### src/rtl/ltl_monitor_pkg.sv
// Shared defaults and the report entry type for the LTL monitor report path.
`default_nettype none

package ltl_monitor_pkg;

  localparam int LTL_NUM_RPT = 4;
  localparam int LTL_IDX_W   = 16;
  localparam int LTL_DROP_W  = 8;
  localparam int LTL_DEPTH   = 8;

  typedef struct packed {
    logic [LTL_IDX_W-1:0]   idx;
    logic [LTL_NUM_RPT-1:0] vec;
  } rpt_entry_t;

endpackage

`default_nettype wire

### src/rtl/ltl_rpt_fifo.sv
// Power-of-two circular FIFO for timestamped report entries; no drop policy here.
`default_nettype none

module ltl_rpt_fifo
  import ltl_monitor_pkg::*;
#(
  parameter int  DEPTH   = LTL_DEPTH,
  parameter type entry_t = rpt_entry_t
) (
  input  logic                       clk,
  input  logic                       reset_n,
  input  logic                       clear_i,
  input  logic                       push_i,
  input  entry_t                     wdata_i,
  input  logic                       pop_i,
  output entry_t                     rdata_o,
  output logic                       full_o,
  output logic                       empty_o,
  output logic [$clog2(DEPTH):0]     level_o
);

  localparam int PTR_W = $clog2(DEPTH);

  logic [PTR_W-1:0] wr_ptr_q, wr_ptr_d;
  logic [PTR_W-1:0] rd_ptr_q, rd_ptr_d;
  logic [PTR_W:0]   level_q, level_d;
  entry_t           mem_q [DEPTH];

  logic do_push;
  logic do_pop;

  assign empty_o = (level_q == '0);
  assign full_o  = (level_q == (PTR_W+1)'(DEPTH));
  assign level_o = level_q;
  assign rdata_o = mem_q[rd_ptr_q];

  // A full FIFO still takes a write when the head leaves in the same cycle.
  assign do_pop  = pop_i && !empty_o;
  assign do_push = push_i && (!full_o || do_pop);

  always_comb begin
    wr_ptr_d = wr_ptr_q;
    rd_ptr_d = rd_ptr_q;
    level_d  = level_q;
    if (clear_i) begin
      wr_ptr_d = '0;
      rd_ptr_d = '0;
      level_d  = '0;
    end else begin
      if (do_push) wr_ptr_d = wr_ptr_q + PTR_W'(1);
      if (do_pop)  rd_ptr_d = rd_ptr_q + PTR_W'(1);
      case ({do_push, do_pop})
        2'b10:   level_d = level_q + (PTR_W+1)'(1);
        2'b01:   level_d = level_q - (PTR_W+1)'(1);
        default: level_d = level_q;
      endcase
    end
  end

  always_ff @(posedge clk or negedge reset_n) begin
    if (!reset_n) begin
      wr_ptr_q <= '0;
      rd_ptr_q <= '0;
      level_q  <= '0;
    end else begin
      wr_ptr_q <= wr_ptr_d;
      rd_ptr_q <= rd_ptr_d;
      level_q  <= level_d;
    end
  end

  always_ff @(posedge clk or negedge reset_n) begin
    if (!reset_n) begin
      for (int i = 0; i < DEPTH; i++) mem_q[i] <= '0;
    end else if (!clear_i && do_push) begin
      mem_q[wr_ptr_q] <= wdata_i;
    end
  end

endmodule

`default_nettype wire

### src/rtl/ltl_report_collector.sv
// Timestamps non-zero LTL automaton reports, queues them and tracks drops.
// Optional macro LTL_REPORT_MASK_EN adds rpt_mask, latched into mask_q on clear.
`default_nettype none

module ltl_report_collector
  import ltl_monitor_pkg::*;
#(
  parameter int NUM_RPT = LTL_NUM_RPT,
  parameter int DEPTH   = LTL_DEPTH,
  parameter int IDX_W   = LTL_IDX_W,
  parameter int DROP_W  = LTL_DROP_W
) (
  input  logic                     clk,
  input  logic                     reset_n,
  input  logic                     run,
  input  logic                     clear,
  input  logic [NUM_RPT-1:0]       report_in,
`ifdef LTL_REPORT_MASK_EN
  input  logic [NUM_RPT-1:0]       rpt_mask,
`endif
  output logic                     rpt_valid,
  input  logic                     rpt_ready,
  output logic [IDX_W-1:0]         rpt_idx,
  output logic [NUM_RPT-1:0]       rpt_vec,
  output logic [$clog2(DEPTH):0]   fifo_level,
  output logic                     overflow,
  output logic [DROP_W-1:0]        drop_cnt
);

  typedef struct packed {
    logic [IDX_W-1:0]   idx;
    logic [NUM_RPT-1:0] vec;
  } entry_t;

  logic               run_q, run_d;
  logic [IDX_W-1:0]   sym_cnt_q, sym_cnt_d;
  logic [IDX_W-1:0]   sym_idx_q, sym_idx_d;
  logic               overflow_q, overflow_d;
  logic [DROP_W-1:0]  drop_cnt_q, drop_cnt_d;

  logic [NUM_RPT-1:0] eff_vec;
  logic               push_req;
  logic               pop;
  logic               push_ok;
  logic               drop;
  logic               fifo_full;
  logic               fifo_empty;
  entry_t             wr_entry;
  entry_t             head;

`ifdef LTL_REPORT_MASK_EN
  logic [NUM_RPT-1:0] mask_q;

  always_ff @(posedge clk or negedge reset_n) begin
    if (!reset_n)   mask_q <= '1;
    else if (clear) mask_q <= rpt_mask;
  end

  assign eff_vec = report_in & mask_q;
`else
  assign eff_vec = report_in;
`endif

  // The automata answer one cycle after run, so run_q qualifies report_in.
  assign push_req = run_q && (eff_vec != '0);
  assign pop      = rpt_valid && rpt_ready;
  assign push_ok  = !clear && push_req && (!fifo_full || pop);
  assign drop     = !clear && push_req && !push_ok;

  assign wr_entry.idx = sym_idx_q;
  assign wr_entry.vec = eff_vec;

  always_comb begin
    run_d      = run;
    sym_cnt_d  = sym_cnt_q;
    sym_idx_d  = sym_idx_q;
    overflow_d = overflow_q;
    drop_cnt_d = drop_cnt_q;
    if (clear) begin
      run_d      = 1'b0;
      sym_cnt_d  = '0;
      sym_idx_d  = '0;
      overflow_d = 1'b0;
      drop_cnt_d = '0;
    end else begin
      if (run) begin
        sym_idx_d = sym_cnt_q;
        sym_cnt_d = sym_cnt_q + IDX_W'(1);
      end
      if (drop) begin
        overflow_d = 1'b1;
        if (drop_cnt_q != '1) drop_cnt_d = drop_cnt_q + DROP_W'(1);
      end
    end
  end

  always_ff @(posedge clk or negedge reset_n) begin
    if (!reset_n) begin
      run_q      <= 1'b0;
      sym_cnt_q  <= '0;
      sym_idx_q  <= '0;
      overflow_q <= 1'b0;
      drop_cnt_q <= '0;
    end else begin
      run_q      <= run_d;
      sym_cnt_q  <= sym_cnt_d;
      sym_idx_q  <= sym_idx_d;
      overflow_q <= overflow_d;
      drop_cnt_q <= drop_cnt_d;
    end
  end

  ltl_rpt_fifo #(
    .DEPTH   (DEPTH),
    .entry_t (entry_t)
  ) u_fifo (
    .clk     (clk),
    .reset_n (reset_n),
    .clear_i (clear),
    .push_i  (push_ok),
    .wdata_i (wr_entry),
    .pop_i   (pop && !clear),
    .rdata_o (head),
    .full_o  (fifo_full),
    .empty_o (fifo_empty),
    .level_o (fifo_level)
  );

  assign rpt_valid = !fifo_empty;
  assign rpt_idx   = head.idx;
  assign rpt_vec   = head.vec;
  assign overflow  = overflow_q;
  assign drop_cnt  = drop_cnt_q;

endmodule

`default_nettype wire

### config.mk
export PLATFORM = sky130hd
export DESIGN_NAME = ltl_report_collector
export DESIGN_NICKNAME = d
export VERILOG_FILES = /design/src/rtl/ltl_monitor_pkg.sv /design/src/rtl/ltl_rpt_fifo.sv /design/src/rtl/ltl_report_collector.sv
export SDC_FILE = /design/constraint.sdc
export NUM_CORES = 1
export LEC_CHECK = 0
export ABC_AREA = 1
export ABC_CLOCK_PERIOD_IN_PS = 1800
export CAP_MARGIN = 30
export CORE_MARGIN = 2
export CORE_UTILIZATION = 55
export DETAILED_ROUTE_END_ITERATION = 12
export GPL_TIMING_DRIVEN = 0
export PLACE_DENSITY = 0.85
export SYNTH_ARGS = -nofsm -noshare
export SYNTH_HDL_FRONTEND = slang
export SYNTH_SLANG_ARGS = --single-unit
### constraint.sdc
create_clock -name clk -period 1.8 [get_ports clk]
set_clock_uncertainty 0.1 [all_clocks]
set_input_delay 0.54 -clock clk [delete_from_list [all_inputs] [get_ports clk]]
set_output_delay 0.54 -clock clk [all_outputs]
set_load 0.02 [all_outputs]
==> impl_metrics.toml <==
[layout]
fin_cells = 1501
final_nets = 1273
layout-area-overhead-vs-synth_pct = 41.41
final_layout_size_suffix_gt1_frac = 0.4583
diodes = 0
post-route-util = 0.7868

[timing]
period_share = 1.627
clock.fmax_ghz = 0.3415
slew_violations = 0
finalHoldViolations = 68
worst_pin_slew_ps = 740.4
min_period_ps = 2928
slew_headroom = 0.5064
rsz0062_at_grt = "yes"
layout_setup_ws_ps = -1128
setup_viol = 194
fin_hold_ws_ps = -112.5

[drt]
routed_wl_mm = 38.95
first_pass_iters = 8
drt_iter0_drc = 1322
drc = 0
vias = 10210
detail_route.wl_per_cell_um = 25.95
antenna_left = 0
via_per_inst = 6.801

[synth]
netlist-cell-type-count = 40
synth_area_leaders = "dfrtp_1 (54%), nand2_1 (7.9%), o21ai_1 (6.3%)"
netlist_area_um2 = 9892
synth_most_common_cell = "dfrtp_1"
yosysTopAreaCell = "dfrtp_1"
syn_avg_cell_area_um2 = 8.856
yosysWarnings = 0
synth_edf_count = 0
yosys-top-cells-count = "dfrtp_1 (212), nand2_1 (207), nor2_1 (164), o21ai_1 (124), o21ai_0 (101)"
synth_flop_cell = "dfrtp_1"
synth.yosys.seq_area_share = 0.5363
ys_seq_elements = 212
synthArstFlopShare = 1.000
synthCells = 1117
syn_nets = 1132
synth_top_area_share = 0.5363

[status]
failed_checks = "negative hold slack, negative setup slack"
status = "complete, but fails checks"

[cts]
cts_tree = "done"
clockBufferDepth = 3
root_buffer = "clkbuf_16"
cts_max_level = 1
clk_latency_ps = 520
cts_sinks = 212
numCtsBuffers = 22
clk_pin_slew_ps = 70

[setup_path]
path_common_cell = "buf_6"
worstPathMaxFanout = 10
path_cells = "buf_8 -> buf_6 -> nor2_1 -> o22ai_2 -> nor2_4 -> a31oi_4 -> buf_6"
required_ps = 1160
path_buf_inv = 3
slowest_delay_ps = 440
startpoint_type = "flop"
criticalPathCategory = "flop to output pin"
crit_path_end_kind = "output pin"
arrival_ps = 2290
cp_top_family = "simple AND/OR/NAND/NOR gates"
crit_slowest_cell = "dfrtp_1"

[global_route]
grt_antenna_before_repair = 0
grt_pass1_wl_mm = 48.93
grt-busiest-layer = "met2"
grt_max_degree = 126
grt.met1_usage = 0.3866
met3_usage = 0.06547
grt_use_met2 = 0.5412
grt_use_total = 0.3171
grt_overflow = 0
grt_pass1_vias = 9291

[pwr]
leakagePower_nw = 6.114
power_mw = 15.96
powerDensity_nw_per_um2 = 1141
ir_worst_vdd_mv = 1.014
p_switching_mw = 5.524
clkPwrFrac = 0.328
swShare = 0.3462
share_comb_of_total_power = 0.348
p_int_mw = 10.43
pwr-share-seq = 0.324

[placement]
dp.cells = 1388
pre_cts_slack_ps = -984.7
io_buffers = 41
globalplace.congestion = 0.8919
hpwl_mm = 17.58

[die]
die_x_um = 138.1
dieArea_um2 = 19070
io_pins = 43
die_h_um = 138.1
core_area_um2 = 17780
start_util = 0.5564
rows = 49

[flow_run]
maxCapViolCount = 0

[worst_hold_path]
hold_class = "input pin to asynchronous set/reset pin"
## per-layer routing
layer  share of wire  vias to the layer above
li1                -                     4050
met1            0.34                     4945
met2            0.48                      896
met3            0.10                      318
met4           0.082                        0
met5               0                        -
## per-stage QoR
| stage | TNS, ps | area, um2 |
|---|---|---|
| 5_1_grt | -56400 | 13990 |
| 3_5_place_dp | -117300 | 10890 |
| 2_1_floorplan | -1554 | 10160 |
| 3_3_place_gp | -1925550 | 10850 |
| 4_1_cts | -35180 | 12510 |
| 6_report | -47810 | 13990 |
## area by class of cell
type	count	area (um2)
fill	893	3791
timing repair inverter	1	6.256
inverter	64	270.3
multi-input combinational	772	5289
clock inverter	9	172.7
sequential	212	5311
tap	229	286.5
clock buffer	29	638.1
buffer	67	758.2
timing repair buffer	118	1256
## cell families after synthesis
logic type | Yosys count | synth area share
xor+xnor | 4 | 0.003541
fa+ha+maj | 6 | 0.007589
buf+inv | 133 | 0.07210
flops | 212 | 0.5363
simple gates | 421 | 0.1826
compound gates | 341 | 0.1978
## repair_timing
action / 4_1_cts / 5_1_grt
pin swaps: 29 / 52
hold endpoints to repair: 87 / 5
resized for setup: 324 / 398
gates cloned: 21 / 13
setup buffers: 26 / 17
setup endpoints to repair: 99 / 206
## power groups by stage
stage          Sequential (mW)  Combinational (mW)  Clock, mW
3_5_place_dp              5.19                3.88          0
5_1_grt                   5.19                5.76       5.38
4_1_cts                   5.12                4.37       5.09
3_3_place_gp              5.19                3.80          0
6_report                  5.18                5.55       5.23
2_1_floorplan             5.21                2.46          0
## worst paths after layout
check,from,to,slack (ps),depth (start not counted)
setup / recovery,u_fifo.rd_ptr_q[0]$_DFFE_PN0P_,rpt_vec[1],-1130,7
min in group clk,clear,run_q$_DFF_PN0_,210,2
hold reg to reg,u_fifo.mem_q[125]$_DFFE_PN0P_,u_fifo.mem_q[125]$_DFFE_PN0P_,400,2
hold / removal,reset_n,u_fifo.mem_q[38]$_DFFE_PN0P_,-110,1
max in group asynchronous,reset_n,u_fifo.mem_q[15]$_DFFE_PN0P_,250,2
setup reg to reg,u_fifo.level_o[0]$_DFFE_PN0P_,u_fifo.level_o[3]$_DFFE_PN0P_,-330,14
## worst register-to-register path, cell delays in order (launching register included)
cell and delay, ps:
dfrtp_2 370, buf_6 110, nor2_4 30, buf_6 120, buf_6 110, a21oi_4 210
nand4_1 180, buf_4 180, buf_4 150, nor2_2 110, nor2_2 60, nand2_1 70
nand2_1 70, nand3_1 80, nand2_1 60
## flip-flops by register name, indices dropped and copies added, names as in the netlist
signal / count
u_fifo.mem_q: 160
overflow: 1
sym_cnt_q: 16
u_fifo.wr_ptr_q: 3
sym_idx_q: 16
run_q: 1
drop_cnt: 8
u_fifo.level_o: 4
u_fifo.rd_ptr_q: 3
## cell usage in the layout, fill, tap and decap left out, types with 9 or more instances in the layout
cell         n
a21oi_1     12
a31oi_2     19
buf_2       10
buf_4       48
buf_6       62
buf_8       16
clkbuf_16   29
dfrtp_1    207
inv_1       53
nand2_1     59
nand2_2    102
nand2_4     51
nand3_1     11
nor2_1     145
nor2_2      13
nor2_4       9
o21ai_0     51
o21ai_1     84
o21ai_2    121
o21ai_4     10
o22ai_1     23
o22ai_2      9
Power figures use the tool's default switching activity.
